==> config.mk <==
export PLATFORM = sky130hd
export DESIGN_NAME = tree_vote_engine_flat
export DESIGN_NICKNAME = d
export VERILOG_FILES = /design/src/rtl/tree_vote_engine_if.sv /design/src/rtl/tree_vote_engine.sv /design/src/flat_wrapper.sv
export SDC_FILE = /design/constraint.sdc
export NUM_CORES = 2
export LEC_CHECK = 0
export CAP_MARGIN = 20
export CORE_ASPECT_RATIO = 0.6
export CORE_MARGIN = 4
export CORE_UTILIZATION = 40
export CTS_CLUSTER_SIZE = 10
export DETAILED_ROUTE_END_ITERATION = 12
export DONT_BUFFER_PORTS = 1
export GPL_ROUTABILITY_DRIVEN = 0
export PLACE_DENSITY = 0.65
export SYNTH_ARGS = -nofsm -noshare
export SYNTH_HDL_FRONTEND = slang
export SYNTH_SLANG_ARGS = --single-unit
==> constraint.sdc <==
create_clock -name clk -period 11.5 [get_ports clk]
set_clock_uncertainty 0.1 [all_clocks]
set_input_delay 2.3 -clock clk [delete_from_list [all_inputs] [get_ports clk]]
set_output_delay 2.3 -clock clk [all_outputs]
set_load 0.02 [all_outputs]
==> src/rtl/tree_vote_engine_if.sv <==
// Bus bundle for tree_vote_engine: request/leaf inputs and result outputs.
// Optional margin output is present only when VOTE_MARGIN_EN is defined.
// Handshake: start is a level sampled every clock; it arms a pending request
// that is served on the first edge where every tree_done bit is high and the
// engine is idle. done is a one-cycle pulse; results hold until the next done.
interface tree_vote_engine_if #(
   parameter int N_TREES = 16,
   parameter int CNT_W   = $clog2(N_TREES + 1),
   parameter int SUM_W   = 32 + $clog2(N_TREES)
);
   logic                   start;
   logic                   mode;
   logic [N_TREES*32-1:0]  leaf_vals;
   logic [N_TREES-1:0]     tree_done;
   logic [7:0]             prediction;
   logic [CNT_W-1:0]       votes;
   logic [SUM_W-1:0]       sum;
   logic [CNT_W-1:0]       invalid_cnt;
   logic                   done;
   logic                   busy;
   logic                   idle_sys;
   logic [1:0]             dbg_state;
`ifdef VOTE_MARGIN_EN
   logic [CNT_W-1:0]       margin;
`endif

   modport master (
      output start, mode, leaf_vals, tree_done,
      input  prediction, votes, sum, invalid_cnt, done, busy, idle_sys, dbg_state
`ifdef VOTE_MARGIN_EN
      , input margin
`endif
   );

   modport slave (
      input  start, mode, leaf_vals, tree_done,
      output prediction, votes, sum, invalid_cnt, done, busy, idle_sys, dbg_state
`ifdef VOTE_MARGIN_EN
      , output margin
`endif
   );
endinterface

==> src/rtl/tree_vote_engine.sv <==
// Ensemble combiner: snapshots all tree leaves once every tree is done, then
// either counts class votes (LANES trees per cycle, then a per-class scan with
// lowest-index tie-break) or sums sign-extended leaves. Result is reported
// with a single-cycle done pulse. Optional macro VOTE_MARGIN_EN adds a
// winner-minus-runner-up margin output.
module tree_vote_engine #(
   parameter int N_TREES   = 16,
   parameter int N_CLASSES = 32,
   parameter int LANES     = 1,
   parameter int CNT_W     = $clog2(N_TREES + 1),
   parameter int SUM_W     = 32 + $clog2(N_TREES)
) (
   input logic               clk,
   input logic               rst_n,
   tree_vote_engine_if.slave bus
);
   localparam int N_GROUPS = N_TREES / LANES;
   localparam int GRP_W    = (N_GROUPS > 1) ? $clog2(N_GROUPS) : 1;
   localparam int CLS_W    = (N_CLASSES > 1) ? $clog2(N_CLASSES) : 1;

   typedef enum logic [1:0] {S_IDLE, S_COUNT, S_SCAN, S_DONE} state_t;

   state_t                 r_state;
   logic                   r_pending;
   logic                   r_mode;
   logic [N_TREES*32-1:0]  r_snap;
   logic [GRP_W-1:0]       r_grp;
   logic [CLS_W-1:0]       r_scan;
   logic [CNT_W-1:0]       r_cnt [N_CLASSES];
   logic [CNT_W-1:0]       r_inv;
   logic [SUM_W-1:0]       r_sum;
   logic [CLS_W-1:0]       r_best_idx;
   logic [CNT_W-1:0]       r_best_cnt;
   logic [7:0]             r_prediction;
   logic [CNT_W-1:0]       r_votes;
   logic [SUM_W-1:0]       r_sum_out;
   logic [CNT_W-1:0]       r_inv_out;
   logic                   r_done;
   logic                   r_busy;
   logic                   r_idle;
`ifdef VOTE_MARGIN_EN
   logic [CNT_W-1:0]       r_second_cnt;
   logic [CNT_W-1:0]       r_margin;
`endif

   logic [31:0]            w_lane [LANES];
   logic [CNT_W-1:0]       w_cnt_nxt [N_CLASSES];
   logic [CNT_W-1:0]       w_inv_nxt;
   logic [SUM_W-1:0]       w_sum_nxt;

   // Lane datapath: apply this cycle's group of leaves to the running totals.
   // Lanes are folded sequentially so several hits on one class all count.
   always_comb begin
      w_cnt_nxt = r_cnt;
      w_inv_nxt = r_inv;
      w_sum_nxt = r_sum;
      for (int l = 0; l < LANES; l++) begin
         w_lane[l] = r_snap[(int'(r_grp) * LANES + l) * 32 +: 32];
         if (r_mode) begin
            w_sum_nxt = w_sum_nxt + {{(SUM_W-32){w_lane[l][31]}}, w_lane[l]};
         end else if (w_lane[l] < 32'(N_CLASSES)) begin
            w_cnt_nxt[w_lane[l][CLS_W-1:0]] = w_cnt_nxt[w_lane[l][CLS_W-1:0]] + CNT_W'(1);
         end else begin
            w_inv_nxt = w_inv_nxt + CNT_W'(1);
         end
      end
   end

   // Control FSM with registered result outputs.
   always_ff @(posedge clk or negedge rst_n) begin
      if (!rst_n) begin
         r_state      <= S_IDLE;
         r_pending    <= 1'b0;
         r_mode       <= 1'b0;
         r_snap       <= '0;
         r_grp        <= '0;
         r_scan       <= '0;
         for (int c = 0; c < N_CLASSES; c++) r_cnt[c] <= '0;
         r_inv        <= '0;
         r_sum        <= '0;
         r_best_idx   <= '0;
         r_best_cnt   <= '0;
         r_prediction <= '0;
         r_votes      <= '0;
         r_sum_out    <= '0;
         r_inv_out    <= '0;
         r_done       <= 1'b0;
         r_busy       <= 1'b0;
         r_idle       <= 1'b1;
`ifdef VOTE_MARGIN_EN
         r_second_cnt <= '0;
         r_margin     <= '0;
`endif
      end else begin
         r_done <= 1'b0;
         if (bus.start) r_pending <= 1'b1;
         case (r_state)
            S_IDLE: begin
               if (r_pending && (&bus.tree_done)) begin
                  // Capture clears pending, so a start in this same cycle is absorbed.
                  r_snap    <= bus.leaf_vals;
                  r_mode    <= bus.mode;
                  for (int c = 0; c < N_CLASSES; c++) r_cnt[c] <= '0;
                  r_inv     <= '0;
                  r_sum     <= '0;
                  r_grp     <= '0;
                  r_pending <= 1'b0;
                  r_busy    <= 1'b1;
                  r_idle    <= 1'b0;
                  r_state   <= S_COUNT;
               end
            end
            S_COUNT: begin
               r_cnt <= w_cnt_nxt;
               r_inv <= w_inv_nxt;
               r_sum <= w_sum_nxt;
               r_grp <= r_grp + GRP_W'(1);
               if (r_grp == GRP_W'(N_GROUPS - 1)) begin
                  r_scan     <= '0;
                  r_best_idx <= '0;
                  r_best_cnt <= '0;
`ifdef VOTE_MARGIN_EN
                  r_second_cnt <= '0;
`endif
                  r_state    <= r_mode ? S_DONE : S_SCAN;
               end
            end
            S_SCAN: begin
               // Strictly-greater replacement keeps the lowest index on ties.
               if (r_cnt[r_scan] > r_best_cnt) begin
                  r_best_cnt <= r_cnt[r_scan];
                  r_best_idx <= r_scan;
               end
`ifdef VOTE_MARGIN_EN
               if (r_cnt[r_scan] > r_best_cnt) r_second_cnt <= r_best_cnt;
               else if (r_cnt[r_scan] > r_second_cnt) r_second_cnt <= r_cnt[r_scan];
`endif
               r_scan <= r_scan + CLS_W'(1);
               if (r_scan == CLS_W'(N_CLASSES - 1)) r_state <= S_DONE;
            end
            S_DONE: begin
               if (r_mode) begin
                  r_prediction <= '0;
                  r_votes      <= '0;
                  r_sum_out    <= r_sum;
                  r_inv_out    <= '0;
`ifdef VOTE_MARGIN_EN
                  r_margin     <= '0;
`endif
               end else begin
                  r_prediction <= 8'(r_best_idx);
                  r_votes      <= r_best_cnt;
                  r_sum_out    <= '0;
                  r_inv_out    <= r_inv;
`ifdef VOTE_MARGIN_EN
                  r_margin     <= r_best_cnt - r_second_cnt;
`endif
               end
               r_done  <= 1'b1;
               r_busy  <= 1'b0;
               r_idle  <= 1'b1;
               r_state <= S_IDLE;
            end
            default: r_state <= S_IDLE;
         endcase
      end
   end

   assign bus.prediction  = r_prediction;
   assign bus.votes       = r_votes;
   assign bus.sum         = r_sum_out;
   assign bus.invalid_cnt = r_inv_out;
   assign bus.done        = r_done;
   assign bus.busy        = r_busy;
   assign bus.idle_sys    = r_idle;
   assign bus.dbg_state   = r_state;
`ifdef VOTE_MARGIN_EN
   assign bus.margin      = r_margin;
`endif
endmodule

==> src/flat_wrapper.sv <==
// flat-port wrapper written by rule: the top's interface ports become plain ports
module tree_vote_engine_flat 
#(
   parameter int N_TREES   = 16,
   parameter int N_CLASSES = 32,
   parameter int LANES     = 1,
   parameter int CNT_W     = $clog2(N_TREES + 1),
   parameter int SUM_W     = 32 + $clog2(N_TREES)
)
  (clk, rst_n, bus_start, bus_mode, bus_leaf_vals, bus_tree_done, bus_prediction, bus_votes, bus_sum, bus_invalid_cnt, bus_done, bus_busy, bus_idle_sys, bus_dbg_state);
  tree_vote_engine_if #(.N_TREES(N_TREES), .CNT_W(CNT_W), .SUM_W(SUM_W)) bus_i ();
  input logic clk;
  input logic rst_n;
  input wire logic [$bits(bus_i.start)-1:0] bus_start;
  input wire logic [$bits(bus_i.mode)-1:0] bus_mode;
  input wire logic [$bits(bus_i.leaf_vals)-1:0] bus_leaf_vals;
  input wire logic [$bits(bus_i.tree_done)-1:0] bus_tree_done;
  output wire logic [$bits(bus_i.prediction)-1:0] bus_prediction;
  output wire logic [$bits(bus_i.votes)-1:0] bus_votes;
  output wire logic [$bits(bus_i.sum)-1:0] bus_sum;
  output wire logic [$bits(bus_i.invalid_cnt)-1:0] bus_invalid_cnt;
  output wire logic [$bits(bus_i.done)-1:0] bus_done;
  output wire logic [$bits(bus_i.busy)-1:0] bus_busy;
  output wire logic [$bits(bus_i.idle_sys)-1:0] bus_idle_sys;
  output wire logic [$bits(bus_i.dbg_state)-1:0] bus_dbg_state;
  assign bus_i.start = bus_start;
  assign bus_i.mode = bus_mode;
  assign bus_i.leaf_vals = bus_leaf_vals;
  assign bus_i.tree_done = bus_tree_done;
  assign bus_prediction = bus_i.prediction;
  assign bus_votes = bus_i.votes;
  assign bus_sum = bus_i.sum;
  assign bus_invalid_cnt = bus_i.invalid_cnt;
  assign bus_done = bus_i.done;
  assign bus_busy = bus_i.busy;
  assign bus_idle_sys = bus_i.idle_sys;
  assign bus_dbg_state = bus_i.dbg_state;
  tree_vote_engine #(.N_TREES(N_TREES), .N_CLASSES(N_CLASSES), .LANES(LANES), .CNT_W(CNT_W), .SUM_W(SUM_W)) u_core (.clk(clk), .rst_n(rst_n), .bus(bus_i));
endmodule
==> run_results.csv <==
group,metric,value,unit
run_status,status,"finished clean",
global_route,grt_max_degree,791,
drt,vias,30983,
clocking,cts_tree,"done",
synthesis,synthFlopType,"dfrtp_1",
critical_path,crit_cells,11,
timing,setup_viol,0,
critical_path,setup.worst_path.start,"u_core.r_grp[1]",
floorplanning,die_area,103000,um2
critical_path,critPathArrivalTime,7330,ps
timing,finalHoldViolCount,0,
critical_path,worstSetupPathType,"register to register",
power,pwr_density_cell,200,nW/um2
synthesis,ys_seq_area_share,50.7,%
synthesis,synth-edff-count,0,
critical_path,crit_buf_inv,3,
clocking,h-tree-depth,3,
critical_path,rrSetupSlack,4650,ps
clocking,clk_pin_slew,60,ps
critical_path,r2r_start,"u_core.r_grp[1]",
critical_path,crit_family,"simple AND/OR/NAND/NOR gates",
layout,multi_input_area,17300,um2
global_route,grtUsageTotal,25.5,%
layout,final_common_cell,"nand2_1",
layout,finalNetCount,4673,
floorplanning,start_util,40.4,%
power,power.leakage,20.7,nW
synthesis,synth_cells,4208,
placement,place_inst,5298,
job,cap_violations,0,
clocking,root_buffer,"clkbuf_16",
layout,syn_to_final_growth,9.53,%
critical_path,critPathMaxFanout,42,
layout,fill_cells,9395,
critical_path,r2r-end,"u_core.r_cnt[56]",
clocking,worstSkewPairLatency,690,ps
critical_path,required,11980,ps
placement,hpwlAfterDp,95700,um
global_route,gr-total-overflow,0,
global_route,grt_antenna_before_repair,30,
clocking,cts_hold_buf,0,
clocking,cts_buffers,91,
clocking,postCtsSetupBuffers,0,
floorplanning,num_rows,88,
critical_path,cpMostUsedCell,"buf_4",
placement,port_buffers,0,
clocking,clock_path_buffers,3,
drt,ant_nets,0,
drt,drc_errors,0,
drt,wl_per_cell,24.4,um
timing,fin_crit_sh,59.6,%
layout,fin_cells,5447,
floorplanning,fp.dieW,411,um
drt,avgViaCountPerCell,5.69,
clocking,cts_resized,0,
critical_path,end_kind,"register",
timing,slew_violations,0,
critical_path,cp-endpoint,"u_core.r_cnt[56]",
synthesis,synth.distinct_cells,69,
timing,rsz0062_at_grt,"no",
floorplanning,core_area,96500,um2
timing,worstMarginPinSlew,1200,ps
synthesis,ys_warn_count,0,
critical_path,worstPathCellList,"buf_4 > buf_4 > mux4_1 > mux4_2 > or4_1 > nor4_1 > nand4_1 > or3_1 > inv_2 > nand2_2 > o22ai_1",
min_path,worst_hold_path_type,"register to register",
drt,drt-total-wl,133000,um
synthesis,syn_area,39000,um2
layout,final-seq-area,19800,um2
floorplanning,io_pins,591,
timing,slew_headroom,20.0,%
global_route,grt_pass1_vias,29946,
synthesis,ys_ff_latch,790,
drt,drt_iter0_markers,3282,
critical_path,reg2reg_depth,11,
clocking,clock-sinks,790,
critical_path,cp_slowest_cell,"dfrtp_4",
layout,final_cell_mix,"1742 x nand2_1, 784 x dfrtp_1, 238 x inv_1",
global_route,grt_pass1_wl,197000,um
timing,tns,0,ps
synthesis,synthArstFlopShare,100,%
timing,post-route-min-period,6850,ps
layout,drive_gt1_share,9.51,%
critical_path,cp-start-kind,"register",
power,ir_worst_vdd,156,uV
critical_path,critPathMaxStageDelay,860,ps
floorplanning,die_y,250,um
synthesis,synth_area_per_cell,9.27,um2
timing,clock.fmax,146,MHz
drt,firstDrtPassIters,5,
-- per-stage QoR --
step                      total power [mW]  worst slack, ps  cell area (um2)  hold WS (ps)  utilization, %
after floorplan                       5.05             6560            39000           330               -
after global placement                5.80             5000            40000           345            41.5
after detailed placement              5.84             4840            40000           350            41.5
after CTS                             8.49             4840            42600           362            44.1
after global routing                  8.94             4530            42700           374            44.3
final                                 8.56             4650            42700           359            44.3
-- state kept, by name, summed over array words and instances (netlist names), 36 cells and up --
register / flops
u_core.r_cnt: 160
u_core.r_snap: 512
u_core.bus.sum: 36
u_core.r_sum: 36
-- cell families after synthesis --
group / synth area share (%)
and+or+nand+nor: 19.7
DFF: 50.7
AOI/OAI and AO/OA: 10.5
buffers and inverters: 5.22
muxes: 11.4
adders and majority gates: 1.62
xor gates and xnor gates: 0.808
other: 0.00961
-- worst reg2reg max path: stages, from the launching register on --
cell and delay [ps]:
dfrtp_4 860, buf_4 510, buf_4 630, mux4_1 430
mux4_2 620, or4_1 540, nor4_1 450, nand4_1 370
or3_1 500, inv_2 580, nand2_2 740, o22ai_1 410
-- layout make-up --
| type | instances | share of cell area, % |
|---|---|---|
| clock inverters | 10 | 0.392 |
| diodes | 22 | 0.129 |
| repair buffers | 48 | 1.09 |
| multi-input cells | 2917 | 40.5 |
| clock buffers | 112 | 5.59 |
| flip-flops and latches | 790 | 46.3 |
| well taps | 1305 | 3.82 |
| inverters | 243 | 2.13 |
-- cell usage after synthesis, types with 6 or more instances --
| cell | n | area, um2 |
|---|---|---|
| nand4_1 | 11 | 68.8 |
| a211oi_1 | 6 | 45.0 |
| nand2b_1 | 7 | 43.8 |
| buf_2 | 39 | 195 |
| a21boi_2 | 30 | 338 |
| nand2_1 | 1743 | 6540 |
| a21oi_1 | 87 | 435 |
| dfrtp_1 | 789 | 19700 |
| mux4_2 | 156 | 3510 |
| inv_1 | 238 | 893 |
| o21ai_0 | 143 | 716 |
| a22o_1 | 6 | 52.6 |
| clkbuf_1 | 191 | 717 |
| nand3_1 | 57 | 285 |
| mux2_2 | 9 | 101 |
| o21a_1 | 6 | 45.0 |
| o21bai_1 | 7 | 52.6 |
| nor4_1 | 6 | 37.5 |
| xor2_1 | 11 | 96.3 |
| buf_4 | 8 | 60.1 |
| nor3_1 | 12 | 60.1 |
| nor2_1 | 92 | 345 |
| a22oi_1 | 30 | 225 |
| o22ai_2 | 11 | 138 |
| nor2b_1 | 17 | 106 |
| a21o_1 | 19 | 143 |
| xnor2_1 | 25 | 219 |
| and3_1 | 12 | 75.1 |
| o211ai_1 | 25 | 188 |
| o31ai_1 | 7 | 52.6 |
| buf_1 | 14 | 52.6 |
| o22ai_1 | 157 | 982 |
| a31o_2 | 6 | 52.6 |
| a221oi_1 | 33 | 289 |
| buf_6 | 7 | 78.8 |
| ha_1 | 49 | 613 |
| mux2i_1 | 68 | 681 |
-- power breakdown --
part           internal (mW)  total [mW]  switching (mW)
clock                   1.47        2.64            1.16
sequential              3.05        3.47           0.417
combinational          0.921        2.45            1.53
-- layer usage --
metal  global-route usage, %  share of wire, %  vias up
met2                    33.3                40     1592
met1                    37.1                44    15301
met4                    8.26               2.9       20
met3                    11.5                13      233
met5                       0             0.091        -
li1                        -                 -    13837
-- worst min-delay path by stage --
stage	startpoint	to	slack [ps]	cells past startpoint
global route	u_core.r_snap[370]	u_core.r_snap[370]	370	2
detailed placement	u_core.r_snap[330]	u_core.r_snap[330]	350	2
floorplan	u_core.r_snap[292]	u_core.r_snap[292]	330	2
global placement	u_core.r_snap[132]	u_core.r_snap[132]	340	2
finish	u_core.r_snap[101]	u_core.r_snap[101]	360	2
CTS	u_core.r_snap[108]	u_core.r_snap[108]	360	2
Note: power is estimated with default switching activity, not from simulation.
